<file path="src/rtl/fc_rx_primitive_decoder.sv">
// rtl/fc_rx_primitive_decoder.sv - FC rx word classifier, link-state tracker and frame delimiter
// Single register stage from xcvr word to Avalon-ST frame stream and counters.
module fc_rx_primitive_decoder #(
    parameter int CNT_W   = 16,
    parameter int SEQ_RUN = 3
) (
    input  logic             clk,
    input  logic             reset_n,
    input  logic [31:0]      rx_data,
    input  logic [3:0]       rx_datak,
    input  logic [3:0]       rx_errdetect,
    input  logic [3:0]       rx_disperr,
    input  logic [3:0]       rx_syncstatus,
    output logic [31:0]      out_data,
    output logic             out_valid,
    output logic             out_startofpacket,
    output logic             out_endofpacket,
    output logic             out_error,
    output logic [2:0]       link_state,
    output logic [CNT_W-1:0] r_rdy_cnt,
    output logic [CNT_W-1:0] frame_cnt,
    output logic [CNT_W-1:0] err_cnt
);
    localparam int RUN_W = $clog2(SEQ_RUN + 1);

    typedef enum logic [2:0] {
        LS_ACTIVE  = 3'd0,
        LS_LR      = 3'd1,
        LS_LRR     = 3'd2,
        LS_NOS     = 3'd3,
        LS_OLS     = 3'd4,
        LS_NOSYNC  = 3'd5,
        LS_UNKNOWN = 3'd6
    } link_t;

    typedef enum logic [2:0] {
        PC_NONE, PC_ACT, PC_NOS, PC_OLS, PC_LR, PC_LRR
    } prim_t;

    logic [7:0] b0, b1, b2, b3;
    assign b0 = rx_data[7:0];
    assign b1 = rx_data[15:8];
    assign b2 = rx_data[23:16];
    assign b3 = rx_data[31:24];

    logic is_os, is_idle, is_rrdy, is_sof, is_eof, is_eofa;
    logic is_nos, is_ols, is_lr, is_lrr, is_data, other_k, word_err, sync_ok;

    always_comb begin
        is_os   = (rx_datak == 4'b0001) && (b0 == 8'hBC);
        is_idle = is_os && b1 == 8'h95 && b2 == 8'hB5 && b3 == 8'hB5;
        is_rrdy = is_os && b1 == 8'h95 && b2 == 8'h4A && b3 == 8'h4A;
        is_sof  = 1'b0;
        if (is_os && b1 == 8'hB5 && b2 == b3) begin
            case (b2)
                8'h57, 8'h37, 8'h55, 8'h35, 8'h56, 8'h36, 8'h58: is_sof = 1'b1;
                default:                                         is_sof = 1'b0;
            endcase
        end
        is_eof  = is_os && (b1 == 8'h95 || b1 == 8'hB5) && b2 == b3 &&
                  (b2 == 8'h75 || b2 == 8'hD5 || b2 == 8'hF5);
        is_eofa = is_eof && b2 == 8'hF5;
        is_nos  = is_os && b1 == 8'h55 && b2 == 8'hBF && b3 == 8'h45;
        is_ols  = is_os && b1 == 8'h35 && b2 == 8'h8A && b3 == 8'h55;
        is_lr   = is_os && b1 == 8'h49 && b2 == 8'hBF && b3 == 8'h49;
        is_lrr  = is_os && b1 == 8'h35 && b2 == 8'hBF && b3 == 8'h49;
        is_data = (rx_datak == 4'b0000);
        other_k = !is_data && !(is_idle || is_rrdy || is_sof || is_eof ||
                                is_nos || is_ols || is_lr || is_lrr);
        word_err = (|rx_errdetect) || (|rx_disperr);
        sync_ok  = (rx_syncstatus == 4'hF);
    end

    logic [31:0]      out_data_q, out_data_d;
    logic             valid_q, valid_d, sop_q, sop_d, eop_q, eop_d, err_q, err_d;
    logic             in_frame_q, in_frame_d, sticky_q, sticky_d;
    logic             frame_inc;
    link_t            link_q, link_d;
    prim_t            last_q, last_d, pc;
    logic [RUN_W-1:0] run_q, run_d;
    logic [CNT_W-1:0] r_rdy_cnt_q, frame_cnt_q, err_cnt_q;

    // Frame path: sync loss or a stray ordered set inside a frame aborts it.
    always_comb begin
        valid_d    = 1'b0;
        sop_d      = 1'b0;
        eop_d      = 1'b0;
        err_d      = 1'b0;
        in_frame_d = in_frame_q;
        sticky_d   = sticky_q;
        frame_inc  = 1'b0;
        if (!sync_ok) begin
            if (in_frame_q) begin
                valid_d    = 1'b1;
                eop_d      = 1'b1;
                err_d      = 1'b1;
                in_frame_d = 1'b0;
            end
        end else if (is_sof) begin
            valid_d    = 1'b1;
            sop_d      = 1'b1;
            in_frame_d = 1'b1;
            sticky_d   = word_err;
        end else if (in_frame_q) begin
            valid_d = 1'b1;
            if (is_data || other_k) begin
                sticky_d = sticky_q | word_err | other_k;
            end else if (is_eof) begin
                eop_d      = 1'b1;
                err_d      = is_eofa | sticky_q | word_err;
                in_frame_d = 1'b0;
                frame_inc  = !(is_eofa | sticky_q | word_err);
            end else begin
                eop_d      = 1'b1;
                err_d      = 1'b1;
                in_frame_d = 1'b0;
            end
        end
        out_data_d = valid_d ? rx_data : out_data_q;
    end

    // Link state: a run of SEQ_RUN identical primitive classes commits the state.
    always_comb begin
        pc = PC_NONE;
        if (is_nos)                                            pc = PC_NOS;
        else if (is_ols)                                       pc = PC_OLS;
        else if (is_lr)                                        pc = PC_LR;
        else if (is_lrr)                                       pc = PC_LRR;
        else if (is_idle || is_rrdy || is_sof || is_eof || is_data) pc = PC_ACT;

        link_d = link_q;
        last_d = last_q;
        run_d  = run_q;
        if (!sync_ok) begin
            link_d = LS_NOSYNC;
            last_d = PC_NONE;
            run_d  = '0;
        end else if (pc == PC_NONE) begin
            last_d = PC_NONE;
            run_d  = '0;
        end else begin
            if (pc == last_q)
                run_d = (run_q >= RUN_W'(SEQ_RUN)) ? run_q : run_q + 1'b1;
            else
                run_d = RUN_W'(1);
            last_d = pc;
            if (run_d >= RUN_W'(SEQ_RUN)) begin
                case (pc)
                    PC_NOS:  link_d = LS_NOS;
                    PC_OLS:  link_d = LS_OLS;
                    PC_LR:   link_d = LS_LR;
                    PC_LRR:  link_d = LS_LRR;
                    PC_ACT:  link_d = LS_ACTIVE;
                    default: link_d = LS_UNKNOWN;
                endcase
            end
        end
    end

    always_ff @(posedge clk or negedge reset_n) begin
        if (!reset_n) begin
            out_data_q  <= '0;
            valid_q     <= 1'b0;
            sop_q       <= 1'b0;
            eop_q       <= 1'b0;
            err_q       <= 1'b0;
            in_frame_q  <= 1'b0;
            sticky_q    <= 1'b0;
            link_q      <= LS_NOSYNC;
            last_q      <= PC_NONE;
            run_q       <= '0;
            r_rdy_cnt_q <= '0;
            frame_cnt_q <= '0;
            err_cnt_q   <= '0;
        end else begin
            out_data_q <= out_data_d;
            valid_q    <= valid_d;
            sop_q      <= sop_d;
            eop_q      <= eop_d;
            err_q      <= err_d;
            in_frame_q <= in_frame_d;
            sticky_q   <= sticky_d;
            link_q     <= link_d;
            last_q     <= last_d;
            run_q      <= run_d;
            if (is_rrdy)
                r_rdy_cnt_q <= r_rdy_cnt_q + 1'b1;
            if (frame_inc)
                frame_cnt_q <= frame_cnt_q + 1'b1;
            if (word_err && link_q != LS_NOSYNC)
                err_cnt_q <= err_cnt_q + 1'b1;
        end
    end

    assign out_data          = out_data_q;
    assign out_valid         = valid_q;
    assign out_startofpacket = sop_q;
    assign out_endofpacket   = eop_q;
    assign out_error         = err_q;
    assign link_state        = link_q;
    assign r_rdy_cnt         = r_rdy_cnt_q;
    assign frame_cnt         = frame_cnt_q;
    assign err_cnt           = err_cnt_q;
endmodule
</file>
<file path="config.mk">
export PLATFORM = sky130hd
export DESIGN_NAME = fc_rx_primitive_decoder
export DESIGN_NICKNAME = d
export VERILOG_FILES = /design/src/rtl/fc_rx_primitive_decoder.sv
export SDC_FILE = /design/constraint.sdc
export NUM_CORES = 1
export LEC_CHECK = 0
export BUFFER_PORTS_ARGS = -buffer_cell sky130_fd_sc_hd__buf_2
export CAP_MARGIN = 20
export CELL_PAD_IN_SITES_DETAIL_PLACEMENT = 2
export CELL_PAD_IN_SITES_GLOBAL_PLACEMENT = 2
export CORE_ASPECT_RATIO = 0.7
export CORE_MARGIN = 4
export CORE_UTILIZATION = 32
export CTS_BUF_LIST = sky130_fd_sc_hd__clkbuf_16
export DETAILED_ROUTE_END_ITERATION = 10
export PLACE_DENSITY = 0.79
export SYNTH_ARGS = -nofsm -noshare
export SYNTH_HDL_FRONTEND = slang
export SYNTH_SLANG_ARGS = --single-unit
</file>
<file path="constraint.sdc">
create_clock -name clk -period 2.2 [get_ports clk]
set_input_delay 0.55 -clock clk [delete_from_list [all_inputs] [get_ports clk]]
set_output_delay 0.55 -clock clk [all_outputs]
set_load 0.005 [all_outputs]
</file>
==> reports/summary.txt, run 1 <==
Status -> finished with violations
Violated checks -> setup timing
Sequential Area -> 2350 sq um
Crit Path Class -> input pin to register
FILL cells -> 1401
Clock Latency Late Sink -> 0.36 ns
Ys async rst share -> 1.00
CP max stage cell -> or4b_4
GRT Util Overall -> 0.257
GPL Wtd Cong -> 0.870
Fin Setup TNS -> -12.75 ns
Initial DRC Count -> 284
Placed cell areas -> 6300 sq um
Synth Cell Area -> 4700 sq um
Ant. Diodes -> 0
DP Wirelength -> 13300 microns
Global-route wire length before repair -> 32500 microns
Req. time, crit path -> 2.41 ns
H-tree depth -> 3
Seq/Total Area, Yosys -> 0.501
Syn Inst Count -> 427
Max-cap viol count -> 0
Maximum VDD drop -> 0.400 mV
Synthesis-stage register bit count -> 94
Synth Area in Adders -> 0.00799
Cell mode on critical path -> buf_6
Hold crit path type -> input pin to asynchronous set/reset pin
Final cycle utilization of the critical path -> 1.28
WP data arrival -> 3.03 ns
Actual slew at the worst max-slew pin -> 0.636 ns
Non-Filler Instances -> 872
Row cnt -> 36
Synth Area in Simple Gates -> 0.234
Max Slew Vio Count -> 0
Layout area overhead -> 63.5%
Static leakage -> 3.93 nW
R2r startpoint -> frame_cnt[4]
Vias per cell -> 5.55
# nets final -> 730
Die height -> 109 microns
Worst-path clk slew -> 0.07 ns
Min cycle time layout -> 2.82 ns
Rel. slew slack -> 0.572
Crit path max-delay family -> simple AND/OR/NAND/NOR gates
Die W -> 153 microns
Fmax -> 355 MHz
Design Area, Final -> 7680 sq um
Clock Tree Buf Depth -> 2
Core area -> 14100 sq um
Antenna viol nets, final -> 0
Skew final -> 0.0140 ns
CTS buffer count -> 9
Synth Area in Compound Gates -> 0.0415
XOR/XNOR Fraction of Synth Area -> 0.102
WL/cell -> 28.3 microns
Syn_area_per_cell -> 11.0 sq um
Num Clock Sinks -> 94
# hold bufs at CTS -> 0
Vias in the first global route -> 5282
Share of cells above drive strength 1 -> 0.573
Worst path bufs/invs -> 2
Syn Nets -> 480
Unrepaired setup endpoints after global routing -> yes
Crit-path cells -> buf_6 > or4b_4 > or4_4 > buf_6 > nor4_4 > nor3_2 > nand4b_1 > o41ai_2 > a221oi_1
DIE AREA -> 16700 sq um
Crit path launch -> rx_data[31]
I/O Pins -> 137
Setup crit start kind -> input pin
IO Port Bufs -> 136
Critical Path Sink -> run_q[0]
Largest net degree at the start of global routing -> 35
Final Power -> 3.64 mW
CTS tree -> yes
R2R setup slack -> 0.03 ns
Grt ovf -> 0
Placed cells -> 828
Final Hold Fails -> 0
1st-pass router iterations -> 4
Cell variety after synth -> 58
Antenna violations before repair -> 0
Predominant post-synthesis flop cell -> dfrtp_1
Synth warnings -> 0
WL final -> 24700 microns
Largest family of logic cells by synthesized area -> simple AND/OR/NAND/NOR gates
EDFF count, synth -> 0
Max Fanout on Critical Path -> 5
Vias -> 4841
Power density cells -> 474 nW/um^2
Initial Util -> 0.332
CTS Root Cell -> clkbuf_16
Setup violators final -> 70
DRC viols -> 0
Worst reg2reg path depth -> 7
Area of the multi-input gates -> 2910 sq um
Setup ws final -> -0.619 ns
Mux cell area share after synthesis -> 0.0902
Worst R2R End -> frame_cnt[15]
Critical Path Stages -> 9
Setup crit end kind -> register
Max incr delay on CP -> 0.55 ns
==> sequential cells by signal, indices dropped and copies added (netlist names) <==
| name | count |
|---|---|
| out_data | 32 |
| err_cnt | 16 |
| frame_cnt | 16 |
| r_rdy_cnt | 16 |
| last_q | 3 |
| link_state | 3 |
| run_q | 2 |
| in_frame_q | 1 |
| out_endofpacket | 1 |
| out_error | 1 |
| out_startofpacket | 1 |
| out_valid | 1 |
| sticky_q | 1 |
==> kinds of logic (layout without fill, tap and decap cells) <==
logic type / after synthesis / after routing
xor gates and xnor gates: 55 / 55
adders and majority gates: 3 / 3
AOI/OAI and AO/OA: 27 / 27
buffers and inverters: 24 / 278
muxes: 38 / 38
DFF: 94 / 94
and+or+nand+nor: 186 / 187
==> power by group <==
part           leakage [nW]  total, mW  switching [mW]  internal (mW)
Clock                 0.134       1.51           0.747          0.761
Combinational          2.51      0.403           0.212          0.191
Sequential             1.29       1.73         0.00144           1.73
Total                  3.93       3.64           0.961           2.68
==> worst reg2reg max path: stages (launching register included) <==
cell,delay (ns)
dfrtp_1,0.51
and4_1,0.29
nand3_1,0.25
nor2_1,0.31
and3_1,0.30
nand3_1,0.15
nor2_4,0.13
xor2_1,0.15
==> per-stage QoR <==
stage | setup WS (ns) | hold slack, ns | util
floorplan | -0.731 | 0.254 | -
global placement | -0.728 | 0.455 | 0.446
detailed placement | -0.869 | 0.471 | 0.446
CTS | -0.391 | 0.159 | 0.511
global route | -0.641 | 0.176 | 0.543
finish | -0.619 | 0.157 | 0.543
==> how the worst min path moves through the flow <==
stage | to | slack, ns
6_report | out_data[11] | 0.16
5_1_grt | out_data[2] | 0.18
4_1_cts | out_data[12] | 0.16
3_5_place_dp | frame_cnt[15] | 0.47
3_3_place_gp | err_cnt[15] | 0.46
2_1_floorplan | err_cnt[0] | 0.25
==> cell usage after synthesis (2+ instances only) <==
cell type	number	share of area
dfrtp_1	92	0.49
nor2_1	38	0.030
mux2_2	35	0.084
xnor2_1	29	0.054
nand2_1	28	0.022
xor2_1	26	0.048
nand3_1	22	0.023
nand4_1	17	0.023
nor3_1	15	0.016
inv_1	12	0.0096
nor4_1	12	0.016
a21oi_1	7	0.0075
and4_1	7	0.013
clkbuf_1	6	0.0048
nor4b_1	5	0.0093
nand4b_1	4	0.0075
o21ai_0	4	0.0043
and2_1	3	0.0040
and3_1	3	0.0040
buf_2	3	0.0032
ha_1	3	0.0080
mux2i_1	3	0.0064
nor4bb_1	3	0.0064
or2_2	3	0.0040
a211oi_1	2	0.0032
and4b_1	2	0.0043
buf_6	2	0.0048
dfstp_2	2	0.011
nand4bb_1	2	0.0048
nor2b_1	2	0.0027
nor3b_1	2	0.0032
nor4_2	2	0.0053
o31ai_1	2	0.0032
or3_1	2	0.0027
or4_1	2	0.0032
or4_4	2	0.0048
or4b_2	2	0.0043
==> layout make-up <==
| class | instances | share of cell area |
|---|---|---|
| Clock buffer | 9 | 0.0293 |
| Clock inverter | 7 | 0.00521 |
| Inverter | 12 | 0.00586 |
| Multi-Input combinational cell | 310 | 0.378 |
| Sequential cell | 94 | 0.306 |
| Tap cell | 190 | 0.0309 |
| Timing Repair Buffer | 250 | 0.244 |
==> layout by cell type, fill, tap and decap left out, drive strengths merged, types with 2 or more instances in the layout <==
master | synthesis | final
buf | 6 | 248
dfrtp | 92 | 92
nor2 | 38 | 39
mux2 | 35 | 35
xnor2 | 29 | 29
nand2 | 28 | 28
xor2 | 26 | 26
nand3 | 22 | 22
nand4 | 17 | 17
nor4 | 15 | 15
nor3 | 15 | 15
inv | 12 | 13
clkbuf | 6 | 11
and4 | 7 | 7
a21oi | 7 | 7
clkinv | 0 | 6
nor4b | 5 | 5
nand4b | 4 | 4
o21ai | 4 | 4
or4 | 4 | 4
and3 | 3 | 3
ha | 3 | 3
nor4bb | 3 | 3
or4b | 3 | 3
and2 | 3 | 3
mux2i | 3 | 3
or2 | 3 | 3
and4b | 2 | 2
o31ai | 2 | 2
a211oi | 2 | 2
nor2b | 2 | 2
dfstp | 2 | 2
nor3b | 2 | 2
nand4bb | 2 | 2
nand3b | 2 | 2
or3 | 2 | 2
==> metal layers <==
metal,part of all wire,wire length (microns),vias up,global-route usage
met5,0,0,-,0
met4,0.041,1010,0,0.102
met3,0.063,1550,68,0.0641
met2,0.50,12300,211,0.455
met1,0.40,9880,2513,0.305
li1,-,-,2049,-
==> what timing repair did <==
action,4_1_cts,5_1_grt
cloned,3,1
resized for setup,98,67
endpoints found under the setup margin,65,70
setup buffers,14,14
pin swaps,25,21
Note: power is estimated with default switching activity, not from simulation.
==> run 2: changes to the inputs <==
- clock period: 2.2 -> 2.7 ns (I/O delays scaled with it)
==> run 2 against run 1 <==
The run still ends with setup timing left. Cell area fell by 13%. Largest power group unchanged. Power is 23% lower. Sequential power down 18%.
==> reports/summary.txt, run 2 (same netlist as run 1, synthesis figures left out) <==
Antenna violations before repair -> 0
Worst R2R End -> err_cnt[15]
GRT Util Overall -> 0.209
Worst path bufs/invs -> 1
Gr busiest metal -> met2
Highest-count cells in the layout ignoring fill and taps -> buf_2 (133), dfrtp_1 (92), buf_4 (83)
Post-placement worst setup slack -> -0.502 ns
Worst reg2reg path depth -> 7
# nets final -> 702
Min cycle time layout -> 2.76 ns
Initial DRC Count -> 194
Layout area overhead -> 42.2%
Global-route wire length before repair -> 27700 microns
Crit-path cells -> buf_6 > or4b_4 > or4_4 > or4_4 > nand3b_4 > nand4b_1 > o41ai_2 > a221oi_1
Max Fanout on Critical Path -> 3
Crit Path Class -> input pin to register
Maximum VDD drop -> 0.308 mV
Initial Util -> 0.332
Setup crit end kind -> register
Antenna viol nets, final -> 0
Largest net degree at the start of global routing -> 36
Die height -> 109 microns
Row cnt -> 36
IO Port Bufs -> 136
Vias -> 4383
Core area -> 14100 sq um
Setup crit start kind -> input pin
Share of cells above drive strength 1 -> 0.472
WP data arrival -> 2.97 ns
WL final -> 18100 microns
Vias in the first global route -> 4907
Skew final -> 0.00451 ns
Fmax -> 363 MHz
Setup violators final -> 5
Rel. slew slack -> 0.605
Worst-path clk slew -> 0.06 ns
Most common cell after layout, fill and taps aside -> buf_2
WL/cell -> 21.4 microns
Actual slew at the worst max-slew pin -> 0.592 ns
Req. time, crit path -> 2.92 ns
Grt ovf -> 0
Max reg flops -> 32
Vias per cell -> 5.19
DRC viols -> 0
R2r startpoint -> link_state[2]
Power density cells -> 422 nW/um^2
Max incr delay on CP -> 0.55 ns
Met2 usage -> 0.362
Static leakage -> 3.46 nW
FILL cells -> 1532
Setup ws final -> -0.0573 ns
CTS buffer count -> 9
Final cycle utilization of the critical path -> 1.02
Final Hold Fails -> 0
Unrepaired setup endpoints after global routing -> yes
DIE AREA -> 16700 sq um
Crit path max-delay family -> simple AND/OR/NAND/NOR gates
Hold crit path type -> input pin to asynchronous set/reset pin
Max-cap viol count -> 0
Cell mode on critical path -> or4_4
Clock Latency Late Sink -> 0.35 ns
GPL Wtd Cong -> 0.909
Num Clock Sinks -> 94
Max Slew Vio Count -> 0
CP max stage cell -> or4b_4
GR met1 Demand/Resource -> 0.267
CTS tree -> yes
1st-pass router iterations -> 4
Clock Tree Buf Depth -> 2
Status -> finished with violations
H-tree depth -> 3
Non-Filler Instances -> 844
Ant. Diodes -> 0
Placed cells -> 820
DP Wirelength -> 13400 microns
M3 GR Usage -> 0.0559
Die W -> 153 microns
CTS Root Cell -> clkbuf_16
R2R setup slack -> 0.71 ns
I/O Pins -> 137
Violated checks -> setup timing
[run 2: layout make-up]
class / instances / area [sq um] / share of cell area
Multi-Input combinational cell: 310 / 2400 / 0.359
Sequential cell: 94 / 2350 / 0.352
Timing Repair Buffer: 222 / 1380 / 0.207
Tap cell: 190 / 238 / 0.0356
Clock buffer: 9 / 225 / 0.0337
Inverter: 12 / 45.0 / 0.00674
Clock inverter: 7 / 40.0 / 0.00599
[run 2: through the flow]
step	cell area, sq um	setup TNS, ns	util	power, mW	hold slack (ns)
floorplan	4740	-2.32	-	1.50	0.379
global placement	6230	-10.98	0.440	1.64	0.456
detailed placement	6230	-18.20	0.440	1.66	0.465
CTS	6570	0	0.464	2.85	0.273
global route	6690	-0.421	0.473	2.96	0.290
finish	6690	-0.202	0.473	2.82	0.262
[run 2: worst max path at each step]
stage                           start  depth (start not counted)       end
after floorplan           rx_data[29]                          9  run_q[0]
after global placement    rx_data[31]                          9  run_q[0]
after detailed placement  rx_data[31]                          9  run_q[0]
after CTS                 rx_data[28]                          9  run_q[0]
after global routing      rx_data[31]                          8  run_q[0]
final                     rx_data[31]                          8  run_q[0]
[run 2: timing repair]
action / 4_1_cts / 5_1_grt
cloned: 0 / 1
setup endpoints to repair: 6 / 51
pin swaps: 4 / 5
endpoints found under the hold margin: 0 / 0
resized for setup: 9 / 16
buffers inserted: 4 / 3
hold buffers: 0 / 0
[run 2: power breakdown]
group	switching (mW)	internal, mW	total (mW)
logic	0.133	0.103	0.235
clock network	0.558	0.618	1.18
registers	0.00118	1.41	1.41
total	0.691	2.13	2.82
[run 2: layer usage]
layer	routed length, microns	vias up
met2	9050	109
met4	172	0
met3	944	18
met5	0	-
met1	7890	2265
li1	-	1991
[run 2: worst reg2reg max path, cell delays in order, from the launching register on]
cell and delay [ns]:
dfstp_2 0.39, nand2_1 0.07, a2bb2oi_1 0.18, and4_1 0.27, nor2b_1 0.30, and4_1 0.35
nand4_1 0.16, xnor2_1 0.16
==> run 3: changes to the inputs <==
- BUFFER_PORTS_ARGS: -buffer_cell sky130_fd_sc_hd__buf_2 -> not set
- CORE_UTILIZATION: 32 -> 39
- DONT_BUFFER_PORTS: not set -> 1
- PLACE_DENSITY: 0.79 -> 0.78
==> run 3 against run 2 <==
The flow now finishes without violations. Critical path depth grew 2. Cell area shrank 17%. Utilization is essentially flat. First-iteration DRC count shrank 25%. Cell count shrank 25%. Power shrank 5.6%. Sequential share of layout area grew 7.3 points. Critical path type unchanged. Highest routed layer unchanged.
==> reports/summary.txt, run 3 (same netlist as run 1, synthesis figures left out) <==
Initial DRC Count -> 146
Global-route wire length before repair -> 23400 microns
DP Wirelength -> 10700 microns
Num Clock Sinks -> 94
Vias per cell -> 5.69
GRT Util Overall -> 0.210
Placed cells -> 612
Setup crit start kind -> input pin
Worst R2R End -> err_cnt[15]
Worst reg2reg path depth -> 7
Min cycle time layout -> 2.62 ns
Vias in the first global route -> 4195
Final cycle utilization of the critical path -> 0.971
Gr busiest metal -> met2
Most common cell after layout, fill and taps aside -> dfrtp_1
I/O Pins -> 137
Hold crit path type -> input pin to asynchronous set/reset pin
DIE AREA -> 13900 sq um
WL final -> 14200 microns
Ant. Diodes -> 0
CP max stage cell -> or4b_4
Largest net degree at the start of global routing -> 95
Die height -> 99.9 microns
Worst-path clk slew -> 0.07 ns
Crit-path cells -> or4b_4 > or4_4 > buf_6 > nor4_4 > buf_4 > nor3_2 > nand4b_1 > buf_4 > nor3_1 > a221oi_1
R2r startpoint -> link_state[2]
Crit Path Class -> input pin to register
Share of cells above drive strength 1 -> 0.254
GPL Wtd Cong -> 0.855
Core area -> 11700 sq um
Clock Latency Late Sink -> 0.34 ns
# nets final -> 524
Setup violators final -> 0
Antenna violations before repair -> 0
Fmax -> 382 MHz
CTS Root Cell -> clkbuf_16
Initial Util -> 0.401
Max-cap viol count -> 0
Grt ovf -> 0
M3 GR Usage -> 0.0610
Layout area overhead -> 17.9%
Die W -> 139 microns
DRC viols -> 0
R2R setup slack -> 0.75 ns
1st-pass router iterations -> 4
H-tree depth -> 3
Clock Tree Buf Depth -> 2
Non-Filler Instances -> 633
Static leakage -> 2.58 nW
Row cnt -> 33
Fin Setup TNS -> 0 ns
Max Fanout on Critical Path -> 7
Final Power -> 2.66 mW
Maximum VDD drop -> 0.283 mV
Smallest hold slack -> 0.0216 ns
GR met1 Demand/Resource -> 0.273
CTS tree -> yes
Max incr delay on CP -> 0.54 ns
Cell mode on critical path -> buf_4
Setup crit end kind -> register
Met2 usage -> 0.356
Highest-count cells in the layout ignoring fill and taps -> dfrtp_1 (92), buf_4 (44), nor2_1 (37)
Placed cell areas -> 5170 sq um
Power density cells -> 481 nW/um^2
Unrepaired setup endpoints after global routing -> yes
# hold bufs at CTS -> 0
WL/cell -> 22.4 microns
Design Area, Final -> 5540 sq um
Max reg flops -> 32
Rel. slew slack -> 0.352
Antenna viol nets, final -> 0
CTS buffer count -> 9
Final Hold Fails -> 0
Actual slew at the worst max-slew pin -> 0.970 ns
Vias -> 3604
Status -> finished clean
Req. time, crit path -> 2.91 ns
Skew final -> 0.00638 ns
IO Port Bufs -> 0
Max Slew Vio Count -> 0
WP data arrival -> 2.83 ns
[run 3: changes by cell type in the layout (fill, tap and decap cells not counted), moves of 2 or more]
cell / previous run / this run
buf_12: 3 / 0
nor2_2: 2 / 0
nor3_1: 11 / 13
nor4bb_2: 2 / 0
nor4_2: 2 / 0
buf_6: 3 / 1
buf_2: 133 / 0
nor4bb_1: 1 / 3
nor2_1: 35 / 37
nor4_1: 8 / 10
nor3_2: 4 / 2
buf_4: 83 / 44
[run 3: worst max path at each step]
stage                           start  cells after the start   endpoint
after floorplan           rx_data[29]                      9   run_q[0]
after global placement    rx_data[31]                      8   run_q[0]
after detailed placement  rx_data[31]                      8   run_q[0]
after CTS                 rx_data[31]                      8   run_q[0]
after global routing      rx_data[31]                      8  out_error
final                     rx_data[31]                     10   run_q[0]
[run 3: what timing repair did]
action | CTS | global route
buffers inserted | 3 | 2
pin swaps | 6 | 5
gates resized for setup | 4 | 6
endpoints found under the setup margin | 1 | 5
[run 3: metal layers]
metal / vias up / part of all wire
li1: 1632 / -
met1: 1852 / 0.44
met2: 104 / 0.49
met3: 16 / 0.064
met4: 0 / 0.011
met5: - / 0
[run 3: report_power, final]
group / switching, mW / total [mW] / internal (mW) / leakage (nW)
Sequential: 0.00133 / 1.41 / 1.41 / 1.29
Combinational: 0.0317 / 0.0668 / 0.0351 / 1.16
Clock: 0.561 / 1.19 / 0.626 / 0.134
[run 3: worst max-delay path, delay by kind of cell]
| kind | cells | cell delay (ns) |
|---|---|---|
| compound gates | 1 | 0.11 |
| buf+inv | 3 | 0.49 |
| simple gates | 6 | 1.55 |
[run 3: metrics by stage]
step / worst slack, ns / utilization
finish: 0.0789 / 0.473
global route: -0.0369 / 0.473
CTS: 0.00772 / 0.469
detailed placement: -0.431 / 0.441
global placement: -0.238 / 0.441
floorplan: -0.356 / -
[run 3: final cells by class]
class | instances | area [sq um]
Fill cell | 1232 | 6180
Sequential cell | 94 | 2350
Multi-Input combinational cell | 309 | 2330
Timing Repair Buffer | 45 | 342
Clock buffer | 9 | 225
Tap cell | 157 | 196
Clock inverter | 7 | 47.5
Inverter | 12 | 45.0
